==> src/rtl/irq_ctrl8_pkg.sv <==
// irq_pkg: shared constants and FSM state encoding for the irq_ctrl8 block.
//   NUM_IRQ  number of interrupt request lines
//   ID_W     width of an encoded line index
//   state_e  controller FSM states
package irq_pkg;

    localparam int NUM_IRQ = 8;
    localparam int ID_W    = 3;

    typedef enum logic [1:0] {
        IDLE    = 2'd0,
        ASSERT  = 2'd1,
        SERVICE = 2'd2
    } state_e;

endpackage

==> src/rtl/irq_ctrl8_if.sv <==
// irq_ctrl8_if: request/acknowledge bus between the interrupt controller and
// its consumer.
//   enable, req, mask_we, mask_in, irq_ack, eoi : driven by the consumer side
//   irq, irq_id, in_service, pending            : driven by the controller
// Modports: master = consumer side, slave = controller side.
interface irq_ctrl8_if;
    import irq_pkg::*;

    logic                enable;
    logic [NUM_IRQ-1:0]  req;
    logic                mask_we;
    logic [NUM_IRQ-1:0]  mask_in;
    logic                irq_ack;
    logic                eoi;
    logic                irq;
    logic [ID_W-1:0]     irq_id;
    logic                in_service;
    logic [NUM_IRQ-1:0]  pending;

    modport master (
        output enable, req, mask_we, mask_in, irq_ack, eoi,
        input  irq, irq_id, in_service, pending
    );

    modport slave (
        input  enable, req, mask_we, mask_in, irq_ack, eoi,
        output irq, irq_id, in_service, pending
    );

endinterface

==> src/rtl/irq_ctrl8_prio_enc8.sv <==
// irq_prio_enc8: combinational 8-to-3 priority encoder, bit 7 highest.
//   vec_i  candidate vector
//   idx_o  index of the highest set bit (0 when none set)
//   vld_o  at least one bit of vec_i is set
module irq_prio_enc8
    import irq_pkg::*;
(
    input  logic [NUM_IRQ-1:0] vec_i,
    output logic [ID_W-1:0]    idx_o,
    output logic               vld_o
);

    // Ascending scan: the last set bit seen (the highest) wins.
    always_comb begin
        idx_o = '0;
        for (int i = 0; i < NUM_IRQ; i++) begin
            if (vec_i[i]) begin
                idx_o = ID_W'(i);
            end
        end
    end

    assign vld_o = |vec_i;

endmodule

==> src/rtl/irq_ctrl8.sv <==
// irq_ctrl8: 8-line prioritised interrupt controller.
// Rising edges on req lines set pending bits; the highest unmasked pending
// line is presented on irq/irq_id, accepted with irq_ack and retired with eoi.
//   clk    system clock, rising edge
//   rst_n  asynchronous active-low reset
//   bus    irq_ctrl8_if.slave (enable, req, mask_we, mask_in, irq_ack, eoi
//          in; irq, irq_id, in_service, pending out)
module irq_ctrl8
    import irq_pkg::*;
(
    input  logic           clk,
    input  logic           rst_n,
    irq_ctrl8_if.slave     bus
);

    state_e              state_q;
    logic [NUM_IRQ-1:0]  req_d_q;
    logic [NUM_IRQ-1:0]  mask_q;
    logic [NUM_IRQ-1:0]  pending_q;
    logic [NUM_IRQ-1:0]  pending_d;
    logic [NUM_IRQ-1:0]  rise;
    logic [NUM_IRQ-1:0]  cand;
    logic [ID_W-1:0]     sel_id;
    logic                sel_vld;
    logic                irq_q;
    logic                in_service_q;
    logic [ID_W-1:0]     irq_id_q;
    logic                ack_take;

    assign rise     = bus.req & ~req_d_q;
    assign cand     = pending_q & ~mask_q;
    assign ack_take = (state_q == ASSERT) && bus.irq_ack;

    irq_prio_enc8 u_enc (
        .vec_i (cand),
        .idx_o (sel_id),
        .vld_o (sel_vld)
    );

    // Clear of the accepted line is applied first so that a coincident new
    // rising edge on the same line re-sets it.
    always_comb begin
        pending_d = pending_q;
        if (ack_take) begin
            pending_d[irq_id_q] = 1'b0;
        end
        pending_d = pending_d | rise;
    end

    always_ff @(posedge clk or negedge rst_n) begin
        if (!rst_n) begin
            req_d_q   <= '0;
            mask_q    <= '0;
            pending_q <= '0;
        end else begin
            req_d_q   <= bus.req;
            pending_q <= pending_d;
            if (bus.mask_we) begin
                mask_q <= bus.mask_in;
            end
        end
    end

    // Presentation FSM with registered outputs; irq_id is only loaded on
    // the IDLE->ASSERT edge, which freezes it through ASSERT and SERVICE.
    always_ff @(posedge clk or negedge rst_n) begin
        if (!rst_n) begin
            state_q      <= IDLE;
            irq_q        <= 1'b0;
            in_service_q <= 1'b0;
            irq_id_q     <= '0;
        end else begin
            case (state_q)
                IDLE: begin
                    if (bus.enable && sel_vld) begin
                        state_q  <= ASSERT;
                        irq_q    <= 1'b1;
                        irq_id_q <= sel_id;
                    end
                end
                ASSERT: begin
                    // Ack takes precedence over a simultaneous enable drop.
                    if (bus.irq_ack) begin
                        state_q      <= SERVICE;
                        irq_q        <= 1'b0;
                        in_service_q <= 1'b1;
                    end else if (!bus.enable) begin
                        state_q <= IDLE;
                        irq_q   <= 1'b0;
                    end
                end
                SERVICE: begin
                    if (bus.eoi) begin
                        state_q      <= IDLE;
                        in_service_q <= 1'b0;
                    end
                end
                default: begin
                    state_q      <= IDLE;
                    irq_q        <= 1'b0;
                    in_service_q <= 1'b0;
                end
            endcase
        end
    end

    assign bus.irq        = irq_q;
    assign bus.irq_id     = irq_id_q;
    assign bus.in_service = in_service_q;
    assign bus.pending    = pending_q;

endmodule

==> src/flat_wrapper.sv <==
// flat-port wrapper written by rule: the top's interface ports become plain ports
module irq_ctrl8_flat import irq_pkg::*;
  (clk, rst_n, bus_enable, bus_req, bus_mask_we, bus_mask_in, bus_irq_ack, bus_eoi, bus_irq, bus_irq_id, bus_in_service, bus_pending);
  irq_ctrl8_if bus_i ();
  input  logic clk;
  input  logic rst_n;
  input wire logic [$bits(bus_i.enable)-1:0] bus_enable;
  input wire logic [$bits(bus_i.req)-1:0] bus_req;
  input wire logic [$bits(bus_i.mask_we)-1:0] bus_mask_we;
  input wire logic [$bits(bus_i.mask_in)-1:0] bus_mask_in;
  input wire logic [$bits(bus_i.irq_ack)-1:0] bus_irq_ack;
  input wire logic [$bits(bus_i.eoi)-1:0] bus_eoi;
  output wire logic [$bits(bus_i.irq)-1:0] bus_irq;
  output wire logic [$bits(bus_i.irq_id)-1:0] bus_irq_id;
  output wire logic [$bits(bus_i.in_service)-1:0] bus_in_service;
  output wire logic [$bits(bus_i.pending)-1:0] bus_pending;
  assign bus_i.enable = bus_enable;
  assign bus_i.req = bus_req;
  assign bus_i.mask_we = bus_mask_we;
  assign bus_i.mask_in = bus_mask_in;
  assign bus_i.irq_ack = bus_irq_ack;
  assign bus_i.eoi = bus_eoi;
  assign bus_irq = bus_i.irq;
  assign bus_irq_id = bus_i.irq_id;
  assign bus_in_service = bus_i.in_service;
  assign bus_pending = bus_i.pending;
  irq_ctrl8 u_core (.clk(clk), .rst_n(rst_n), .bus(bus_i));
endmodule
==> config.mk <==
export PLATFORM = sky130hd
export DESIGN_NAME = irq_ctrl8_flat
export DESIGN_NICKNAME = d
export VERILOG_FILES = /design/src/rtl/irq_ctrl8_pkg.sv /design/src/rtl/irq_ctrl8_if.sv /design/src/rtl/irq_ctrl8_prio_enc8.sv /design/src/rtl/irq_ctrl8.sv /design/src/flat_wrapper.sv
export SDC_FILE = /design/constraint.sdc
export NUM_CORES = 1
export LEC_CHECK = 0
export ABC_AREA = 0
export CAP_MARGIN = 25
export CORE_ASPECT_RATIO = 1.25
export CORE_MARGIN = 3
export CORE_UTILIZATION = 42
export DETAILED_ROUTE_END_ITERATION = 12
export PLACE_DENSITY = 0.71
export SKIP_CTS_REPAIR_TIMING = 1
export SYNTH_ARGS = -nofsm -noshare
export SYNTH_HDL_FRONTEND = slang
export SYNTH_SLANG_ARGS = --single-unit
export TNS_END_PERCENT = 50
==> constraint.sdc <==
create_clock -name clk -period 4.5 [get_ports clk]
set_clock_uncertainty 0.05 [all_clocks]
set_input_delay 0.9 -clock clk [delete_from_list [all_inputs] [get_ports clk]]
set_output_delay 0.9 -clock clk [all_outputs]
set_load 0.01 [all_outputs]
After elaboration in Yosys (flattened, before gate mapping)

Index checks and enable logic that the tools add are counted.

Mux-type cells: 22
Div/mod/pow operators: 0
Reductions and logical operators: 9
Eq/ne operators: 6
Add/subtract/negate cells: 0
Bitwise operators: 9
$mul: 0
Shift-type cells: 0
$lt $le $gt $ge: 2

Operators by type and width:

| operator                                                               | count |
|---|---|
| 8-bit AND                                                              | 3 |
| 8-bit inverter                                                         | 3 |
| 3-bit 2-to-1 mux                                                       | 6 |
| 3-bit AND reduction                                                    | 3 |
| 2-bit 2-to-1 mux                                                       | 4 |
| 8-bit 2-to-1 mux                                                       | 1 |
| 8-bit bitwise OR                                                       | 1 |
| 8-bit OR reduction                                                     | 1 |
| 1-bit 2-to-1 mux                                                       | 7 |
| 1-bit case mux with 3 select lines                                     | 2 |
| 2-bit case mux with 3 select lines                                     | 1 |
| 3-bit by 4-bit < comparator with 1-bit output (second input constant)  | 1 |
| 2-bit != test (second input constant)                                  | 2 |
| 1-bit demux with 3-bit select                                          | 1 |
| 3-bit by 1-bit >= comparator with 1-bit output (second input constant) | 1 |
| 1-bit logical AND                                                      | 3 |
| 3-bit != test (second input constant)                                  | 1 |
| 2-bit by 1-bit == test with 1-bit output (second input constant)       | 1 |
| 2-bit == test (second input constant)                                  | 1 |
| 2-bit logical NOT                                                      | 1 |
| 2-bit by 1-bit != test with 1-bit output (second input constant)       | 1 |
| 1-bit inverter                                                         | 2 |
| 2-bit AND reduction                                                    | 1 |

Bits in read-only memories: 0
Memories kept: 0
Output and inout port bits: 13
Bits in registers: 31
RAM bits: 0
Bits in latches: 0
Input bits: 22

Logic depth before layout (Yosys ltp)

Gate-level depths: netlist of the first run.

Depth after elaboration: 9
Gate-level depth with buffers: 4

Modules after synthesis

Synthesis of the first run repeated with hierarchy kept, for this count alone.

Cell total of the unflattened synthesis: 107
Area, all modules: 1271.2 um^2

Modules (own cells, without submodules):

| module        | cells an instance | seq. area each (um^2) | area an instance (um^2) | instances |
|---|---|---|---|---|
| irq_ctrl8     | 95                | 775.7                 | 1204.9                  | 1 |
| irq_prio_enc8 | 12                | 0.0                   | 66.3                    | 1 |

Least setup slack after synthesis of the first run

OpenSTA, ideal clock, no wires.

Path kind: register -> register
Start point: register u_core.pending_q[5], in the netlist u_core.bus.pending[5]
End point: register u_core.irq_id_q[0], in the netlist u_core.bus.irq_id[0]
Stages on the path, launching flop included: 5
Arrival: 1.620 ns
Path slack: 2.705 ns
Buffers on the path: 0
Library setup time: 0.125 ns
Required time: 4.325 ns
Path through: dfrtp_1 nor2b_4 or4_4 o21ai_4 mux2_4

Word-level cells in the longest chain between the ends: 4

RTL lines:

| element                                                           | RTL line                                             | text |
|---|---|---|
| start, declared                                                   | irq_ctrl8.sv:19                                      | `logic [NUM_IRQ-1:0] pending_q;` |
| start signal, assigned                                            | irq_ctrl8.sv:57                                      | `pending_q <= pending_d;` |
| 8-bit AND (*)                                                     | irq_ctrl8.sv:31                                      | `assign cand = pending_q & ~mask_q;` |
| 8-bit OR reduction or 3-bit 2-to-1 mux (tied branches)            | irq_ctrl8_prio_enc8.sv:23, irq_ctrl8_prio_enc8.sv:17 |  |
| 1-bit logical AND or 3-bit 2-to-1 mux (tied branches)             | irq_ctrl8.sv:75, irq_ctrl8_prio_enc8.sv:17           |  |
| 2-bit AND reduction (no line) or 3-bit 2-to-1 mux (tied branches) | n/a                                                  |  |
| end signal, assigned                                              | irq_ctrl8.sv:78                                      | `irq_id_q <= sel_id;` |
| end, declared                                                     | irq_ctrl8.sv:27                                      | `logic [ID_W-1:0] irq_id_q;` |

Mark *: on every way between the ends. The rest lies on a longest branch, timed or not.
A chain may end at the register's enable or synchronous reset.

Worst setup path in the final report of the first run

Start point: register u_core.irq_id_q[2], in the netlist u_core.bus.irq_id[2]
End point: output port bus_irq_id[2]

RTL lines:

| element       | RTL line           | text |
|---|---|---|
| end, declared | flat_wrapper.sv:14 | `output wire logic [$bits(bus_i.irq_id)-1:0] bus_irq_id;` |

No word-level cell between the ends.

==> flow_summary.toml, run 1 <==
[floorplan]
chipHeight_um = 67.5
floorplan.die_area_um2 = 3730
floorplan.initialDensity_pct = 45.7
core_region_area_um2 = 2790
floorplan.io_pins = 35
die_x_um = 55.2
floorplan.rows = 21

[cells_and_area]
flow.area_growth_from_synthesis_pct = 34.8
num_antenna_cells = 0
num-nets-final = 169
stdcell_count = 181
mostFrequentLayoutCells = "34 x sky130_fd_sc_hd__clkdlybuf4s50_1, 31 x sky130_fd_sc_hd__dfrtp_1, 15 x sky130_fd_sc_hd__o21ai_0, 11 x sky130_fd_sc_hd__inv_1"
proportion_of_layout_cells_with_a_drive_suffix_above_1_pct = 16.3
most_frequent_standard_cell_in_the_layout_excluding_fill_and_tap_cells = "sky130_fd_sc_hd__clkdlybuf4s50_1"

[drt]
routedWlPerCell_um = 14.2
dr.pass1.iters = 4
detailedRoute.firstIterationViolations = 13
route.antenna.remaining_nets = 0
remaining_drc_errors = 0
finalWirelength_um = 2580
detailroute.via_count = 906
vias_per_std_cell = 5.01

[grt]
grt_start_max_net_pins = 32
globalRouteOverflowTotal = 0
first_global_vias = 986
grt_first_pass_wirelength_um = 4610
grt_antenna_before_repair = 0
global_route.usage.total_pct = 16.4

[synth]
cell_area_after_technology_mapping_um2 = 1270
syn-num-nets = 128
synth_top_cell_by_area = "sky130_fd_sc_hd__dfrtp_1"
synth_top_cells_by_area = "sky130_fd_sc_hd__dfrtp_1 61%, sky130_fd_sc_hd__o21ai_0 5.9%, sky130_fd_sc_hd__mux2_2 5.3%"
netlist.area_leader.share_pct = 61.0
syn_inst = 106
avg_inst_size_synth_um2 = 12.0
yosys_warnings = 0
synth-seq-cells = 31
yosys.cell_types.count = 26
synth_sequential_area_ratio_pct = 61.0

[place]
pre_cts_slack_ns = 2.22
placer_congestion = 0.770
post-dp-hpwl_um = 1930
dp.cells = 174
placement.io_buffers = 34

[sta]
timing.final.max_slew_violations = 0
final_critical_path_setup_slack_ns = 2.16
worst_pin_slew_ns = 0.454
finalHoldViolCount = 0
rsz0062_at_grt = "false"
timing.fmax_mhz = 428
report.final.setup_viol = 0
timing.final.crit_share_pct = 51.9
finalWorstPathRequiredPeriod_ns = 2.34
fin_worst_hold_slack_ns = 0.362
max-slew-margin-rel_pct = 69.6
setup_tns_ns = 0

[clock_network]
cts_tree = "done"
clock_latency_ns = 0.32
clock_path_buffers = 2
numCtsBuffers = 5
htreeDepth = 2
clock_tree.root_cell = "sky130_fd_sc_hd__clkbuf_4"
cts_num_sinks = 31
clk_pin_slew_worst_paths_ns = 0.09

[worst_setup_path]
critical_path_required_ns = 3.55
critical-path-top-delay-family = "buffers and inverters"
critPathMaxStageDelay_ns = 0.58
crit_chain = "clkdlybuf4s50_1"
crit_path_max_fanout = 7
critical_path_class = "flop to primary output"
critical_path.startpoint_type = "flop"
arrival_ns = 1.39
cp.buffers_inverters = 1
endpoint_kind_of_the_worst_setup_timing_path = "primary output"
worst_path_slowest_cell = "sky130_fd_sc_hd__clkdlybuf4s50_1"

[worst_hold_path]
holdCritPathClass = "flop to flop"

[status]
outcome = "finished clean"

[power_and_ir_drop]
max-vdd-ir-drop_mv = 0.249
p_leak_uw = 0.000749
power_per_cell_area_nw_per_um2 = 400

[flow_run]
maxcap_viol_count = 0
kinds of logic (layout without fill, tap and decap cells):
family / count (synthesis) / count (layout) / share of synthesized area (%)
multiplexers: 9 / 9 / 8.85
AO/OA/AOI/OAI: 28 / 28 / 14.1
buffers and inverters: 12 / 53 / 3.54
flip-flops: 31 / 31 / 61.0
AND/OR/NAND/NOR: 26 / 26 / 12.6
synthesized netlist by cell type:
cell type and number:
sky130_fd_sc_hd__a211oi_1 2, sky130_fd_sc_hd__a21o_1 1, sky130_fd_sc_hd__a21oi_1 2, sky130_fd_sc_hd__a32oi_1 1, sky130_fd_sc_hd__and3b_1 1, sky130_fd_sc_hd__clkbuf_1 1
sky130_fd_sc_hd__dfrtp_1 31, sky130_fd_sc_hd__inv_1 11, sky130_fd_sc_hd__mux2_2 6, sky130_fd_sc_hd__mux2_4 3, sky130_fd_sc_hd__nand2_1 7, sky130_fd_sc_hd__nand2b_1 7
sky130_fd_sc_hd__nand2b_2 1, sky130_fd_sc_hd__nor2_1 2, sky130_fd_sc_hd__nor2b_1 1, sky130_fd_sc_hd__nor2b_2 2, sky130_fd_sc_hd__nor2b_4 1, sky130_fd_sc_hd__nor3_1 2
sky130_fd_sc_hd__o2111ai_2 1, sky130_fd_sc_hd__o21ai_0 15, sky130_fd_sc_hd__o21ai_1 2, sky130_fd_sc_hd__o21ai_4 1, sky130_fd_sc_hd__o22ai_1 1, sky130_fd_sc_hd__o31ai_1 2
sky130_fd_sc_hd__or3_1 1, sky130_fd_sc_hd__or4_4 1
power by group:
group	switching, uW	internal, uW	total, uW	leakage [uW]
logic	70.2	106	176	0.000377
clock network	88.1	72.3	160	0.0000341
registers	34.8	315	350	0.000338
worst paths after layout:
kind | start | end | slack, ns | cells after the start
min | u_core.req_d_q[4]$_DFF_PN0_ | u_core.bus.pending[4]$_DFF_PN0_ | 0.36 | 1
max reg2reg | u_core.bus.pending[5]$_DFF_PN0_ | u_core.bus.irq_id[0]$_DFFE_PN0P_ | 2.66 | 4
max | u_core.bus.irq_id[2]$_DFFE_PN0P_ | bus_irq_id[2] | 2.16 | 1
min in group asynchronous | rst_n | u_core.mask_q[3]$_DFFE_PN0P_ | 0.91 | 2
max in group asynchronous | rst_n | u_core.req_d_q[2]$_DFF_PN0_ | 3.20 | 2
min reg2reg | u_core.req_d_q[4]$_DFF_PN0_ | u_core.bus.pending[4]$_DFF_PN0_ | 0.36 | 1
metrics by stage:
| step | cell area [um2] | power [uW] | utilization, % |
|---|---|---|---|
| floorplan | 1270 | 437 | - |
| global placement | 1660 | 530 | 59.6 |
| detailed placement | 1660 | 534 | 59.6 |
| CTS | 1720 | 697 | 61.6 |
| global route | 1720 | 734 | 61.6 |
| finish | 1720 | 687 | 61.6 |
layout make-up:
cell class                 count  area, um2
clock buffer                   6       51.3
multi-input combinational     63        452
sequential                    31        776
tap                           34       42.5
clock inverter                 1       5.00
timing repair buffer          35        348
fill                         245       1070
inverter                      11       41.3
layer usage:
layer / wire, um / GRT usage [%] / up-vias
li1: - / - / 447
met2: 1300 / 27.7 / 26
met3: 177 / 6.12 / 5
met1: 1060 / 19.0 / 428
met4: 41 / 6.69 / 0
met5: 0 / 0 / -
sequential cells by signal, summed over array words and instances (netlist names):
signal / flops
u_core.state_q: 2
u_core.req_d_q: 8
u_core.bus.irq: 1
u_core.bus.pending: 8
u_core.bus.irq_id: 3
u_core.bus.in_service: 1
u_core.mask_q: 8
Power figures use the tool's default switching activity.
==> inputs of run 2 (changes only) <==
==> constraint.sdc (replaced) <==
create_clock -name clk -period 2.2 [get_ports clk]
set_clock_uncertainty 0.05 [all_clocks]
set_input_delay 0.44 -clock clk [delete_from_list [all_inputs] [get_ports clk]]
set_output_delay 0.44 -clock clk [all_outputs]
set_load 0.01 [all_outputs]
==> flow_summary.toml, run 2 (synthesized netlist as in run 1, its figures left out) <==
[status]
outcome = "finished clean"

[power_and_ir_drop]
power_per_cell_area_nw_per_um2 = 835
p_clk_share_pct = 25.4
p_leak_uw = 0.000754
share_comb_of_total_power_pct = 25.0
sequential_share_of_power_pct = 49.6
max-vdd-ir-drop_mv = 0.505
p_sw_uw = 394
switching_share_pct = 27.3
p_int_uw = 1050

[worst_setup_path]
critical-path-top-delay-family = "buffers and inverters"
worst_path_slowest_cell = "sky130_fd_sc_hd__clkdlybuf4s50_1"
crit_chain = "clkdlybuf4s50_1"
endpoint_kind_of_the_worst_setup_timing_path = "primary output"
critical_path_class = "flop to primary output"
critical_path_required_ns = 1.71
crit_path_max_fanout = 7
arrival_ns = 1.40
reg2reg_setup_slack_ns = 0.36
critical_path.startpoint_type = "flop"
cp.buffers_inverters = 1
critPathMaxStageDelay_ns = 0.59

[clock_network]
clock_tree.root_cell = "sky130_fd_sc_hd__clkbuf_4"
clock_path_buffers = 2
htreeDepth = 2
clock_latency_ns = 0.32
cts_tree = "done"
clk_pin_slew_worst_paths_ns = 0.09
numCtsBuffers = 5
cts_num_sinks = 31

[cells_and_area]
flow.area_growth_from_synthesis_pct = 35.8
num_antenna_cells = 0
mostFrequentLayoutCells = "34 x sky130_fd_sc_hd__clkdlybuf4s50_1, 31 x sky130_fd_sc_hd__dfrtp_1, 15 x sky130_fd_sc_hd__o21ai_0, 11 x sky130_fd_sc_hd__inv_1"
num-nets-final = 169
most_frequent_standard_cell_in_the_layout_excluding_fill_and_tap_cells = "sky130_fd_sc_hd__clkdlybuf4s50_1"
layout.filler_cells = 243
post-route-util_pct = 62.0
stdcell_count = 182
proportion_of_layout_cells_with_a_drive_suffix_above_1_pct = 16.2

[sta]
timing.final.max_slew_violations = 0
finalWorstPathRequiredPeriod_ns = 1.89
timing.final.crit_share_pct = 85.9
worst_pin_slew_ns = 0.451
rsz0062_at_grt = "false"
max-slew-margin-rel_pct = 69.8
finalHoldViolCount = 0
timing.fmax_mhz = 529
setup_tns_ns = 0
report.final.setup_viol = 0

[grt]
grt_start_max_net_pins = 32
first_global_vias = 913
global_route.usage.total_pct = 15.8
grt_first_pass_wirelength_um = 4330
globalRouteOverflowTotal = 0
grt_antenna_before_repair = 0

[floorplan]
floorplan.die_area_um2 = 3730
floorplan.io_pins = 35
core_region_area_um2 = 2790
floorplan.initialDensity_pct = 45.7
chipHeight_um = 67.5
die_x_um = 55.2
floorplan.rows = 21

[drt]
detailedRoute.firstIterationViolations = 15
finalWirelength_um = 2500
route.antenna.remaining_nets = 0
routedWlPerCell_um = 13.7
remaining_drc_errors = 0
detailroute.via_count = 909
dr.pass1.iters = 4
vias_per_std_cell = 4.99

[worst_hold_path]
holdCritPathClass = "flop to flop"

[place]
dp.cells = 174
placement.io_buffers = 34
post-dp-hpwl_um = 1900
placer_congestion = 0.784

[flow_run]
maxcap_viol_count = 0
## run 2: changes by cell type in the layout (fill, tap and decap cells not counted)
cell	before	now
sky130_fd_sc_hd__clkbuf_1	0	1
sky130_fd_sc_hd__clkbuf_8	1	2
sky130_fd_sc_hd__clkinv_2	1	0
## run 2: per-stage QoR
stage               setup WS (ns)  area (um2)  hold WS (ns)  power [uW]
global placement            0.379        1660         0.345        1090
CTS                         0.304        1730         0.364        1460
detailed placement          0.369        1660         0.353        1090
global route                0.256        1730         0.386        1540
finish                      0.311        1730         0.363        1440
floorplan                   0.405        1270        0.0944         894
## run 2: path summary, 6_finish.rpt
path                                                         end  depth (start not counted)                              from
worst max-delay path                               bus_irq_id[2]                          1  u_core.bus.irq_id[2]$_DFFE_PN0P_
worst min-delay path             u_core.bus.pending[6]$_DFF_PN0_                          1       u_core.req_d_q[6]$_DFF_PN0_
worst max register to register  u_core.bus.irq_id[2]$_DFFE_PN0P_                          4   u_core.bus.pending[4]$_DFF_PN0_
worst min register to register   u_core.bus.pending[6]$_DFF_PN0_                          1       u_core.req_d_q[6]$_DFF_PN0_
max in group asynchronous        u_core.bus.pending[7]$_DFF_PN0_                          2                             rst_n
min in group asynchronous           u_core.mask_q[0]$_DFFE_PN0P_                          2                             rst_n
## run 2: layout make-up
class	count	area [um2]	area share (%)
Sequential cell	31	776	44.9
Multi-Input combinational cell	63	452	26.1
Timing Repair Buffer	35	348	20.1
Clock buffer	8	68.8	3.98
Tap cell	34	42.5	2.46
Inverter	11	41.3	2.39
## run 2: routing by layer
layer | routed length, um | GRT usage (%)
met1 | 1050 | 18.0
met2 | 1260 | 25.9
met3 | 137 | 6.69
met4 | 46 | 7.29
met5 | 0 | 0
## run 2: power by group through the flow
stage / Clock, uW / Combinational [uW] / Sequential, uW
2_1_floorplan: 0 / 159 / 734
3_3_place_gp: 0 / 361 / 725
3_5_place_dp: 0 / 365 / 727
4_1_cts: 376 / 366 / 716
5_1_grt: 411 / 398 / 728
6_report: 367 / 361 / 716
## run 2: worst reg2reg max path, cell delays in order, from the launching register on
cell	delay, ns
sky130_fd_sc_hd__dfrtp_1	0.40
sky130_fd_sc_hd__nor2b_1	0.17
sky130_fd_sc_hd__or4_4	0.56
sky130_fd_sc_hd__o21ai_4	0.24
sky130_fd_sc_hd__mux2_4	0.32
==> patch (flow settings as in run 2) <==
Encoding of `state_e`: now one-hot (3 bits for 3 states).
--- a/src/rtl/irq_ctrl8_pkg.sv
+++ b/src/rtl/irq_ctrl8_pkg.sv
@@ -8,8 +8,8 @@
     localparam int ID_W    = 3;
 
-    typedef enum logic [1:0] {
-        IDLE    = 2'd0,
-        ASSERT  = 2'd1,
-        SERVICE = 2'd2
+    typedef enum logic [2:0] {
+        IDLE    = 3'b001,
+        ASSERT  = 3'b010,
+        SERVICE = 3'b100
     } state_e;
 
Formal check against the unedited RTL: no difference found for any inputs over 10 cycles, from zero or initial values and one cycle with rst_n low; not proved beyond that.
==> patch against run 2 <==
- cell area rose by 3.3%
- final cell count up 3.8%
- sequential cell count is 1 higher
- count of clock-buffer cells in the layout decreased by 2
- critical endpoint is now bus_irq_id[1]
- synthesized area up 6.1%
- total power is 6.5% higher
- routed wire length up 14%
- combinational power is 23% higher
- sequential share of layout area hardly changed
- setup slack better by 13 ps
- core utilization fell by 2.5 points
==> patch: results <==
outcome:
  status: "complete, no violations"
sta:
  relSlewSlack_pct: 69.5
  fmax_mhz: 533
logic_synthesis:
  synth_adder_area_share_pct: 0
  muxShareOfSynthArea_pct: 8.80
  synth.yosys.seq_area_share_pct: 59.4
  synthTopCellsByArea: "dfrtp_1, o21ai_0, mux2_2"
  ys_async_sr_fraction_pct: 100
  ys_types: 32
  syn_nets: 134
  synth_commonest_cells: "dfrtp_1, o21ai_0, inv_1"
  synth_compound_area_share_pct: 13.8
cts:
  cts_htree_levels: 2
power_and_ir_drop:
  intPower_uw: 1060
  ir_worst_vdd_mv: 0.492
  leakage_uw: 0.000760
routing:
  top_layer_used: "met4"
  wl_met2_um: 1470
  met1_length_um: 1150
  wl_um: 2850
  avgViaCountPerCell: 5.14
  route.met3.wl_um: 153
global_routing:
  grt_pass1_wl_um: 5060
  grt_pass1_vias: 1069
  gr-usage-all-layers_pct: 17.5
  met3_usage_pct: 8.01
  use_met1_pct: 19.8
  grt_antenna_before_repair: 0
  grt_start_max_net_pins: 33
  grt_util_met2_pct: 28.0
final_layout:
  final_nets: 175
  final_layout_size_suffix_gt1_share_pct: 15.7
  fill_cells: 270
setup_path:
  rr_worst_depth: 3
  r2r_slack_ps: 520
  cp-endpoint: "bus_irq_id[1]"
  timing.rr.start: "u_core.state_q[0]"
  crit_path_start: "u_core.bus.irq_id[1]"
  critPathMaxFanout: 6
place:
  place_ws_ps: 136
  hpwl_um: 2090
min_path:
  hp-start: "u_core.req_d_q[7]"
  hold_path_end: "u_core.bus.pending[7]"
-- patch: cell families (layout without fill, tap and decap cells) --
logic type | after synthesis | in the layout
AO/OA/AOI/OAI | 30 | 30
buffers and inverters | 12 | 53
flip-flops | 32 | 32
multiplexers | 10 | 10
AND/OR/NAND/NOR | 28 | 28
-- patch: layout make-up --
type	count	share of cell area (%)
Inverter	11	2.31
Clock buffer	6	2.31
Timing Repair Buffer	35	19.5
Clock inverter	1	0.280
Sequential cell	32	44.9
Multi-Input combinational cell	68	28.2
Tap cell	36	2.52
-- patch: power groups by stage --
stage               clock network, uW  logic [uW]  registers (uW)
floorplan                           0         230             797
global placement                    0         437             794
detailed placement                  0         447             799
CTS                               320         450             791
global route                      349         488             808
finish                            304         443             789
-- patch: stage by stage --
step                area, sq um  hold slack [ps]  std cells  utilization (%)
global route               1790              404        189             59.5
floorplan                  1350             94.4        112                -
detailed placement         1740              361        182             58.0
finish                     1790              369        189             59.5
global placement           1740              353        182             58.0
CTS                        1790              368        189             59.5
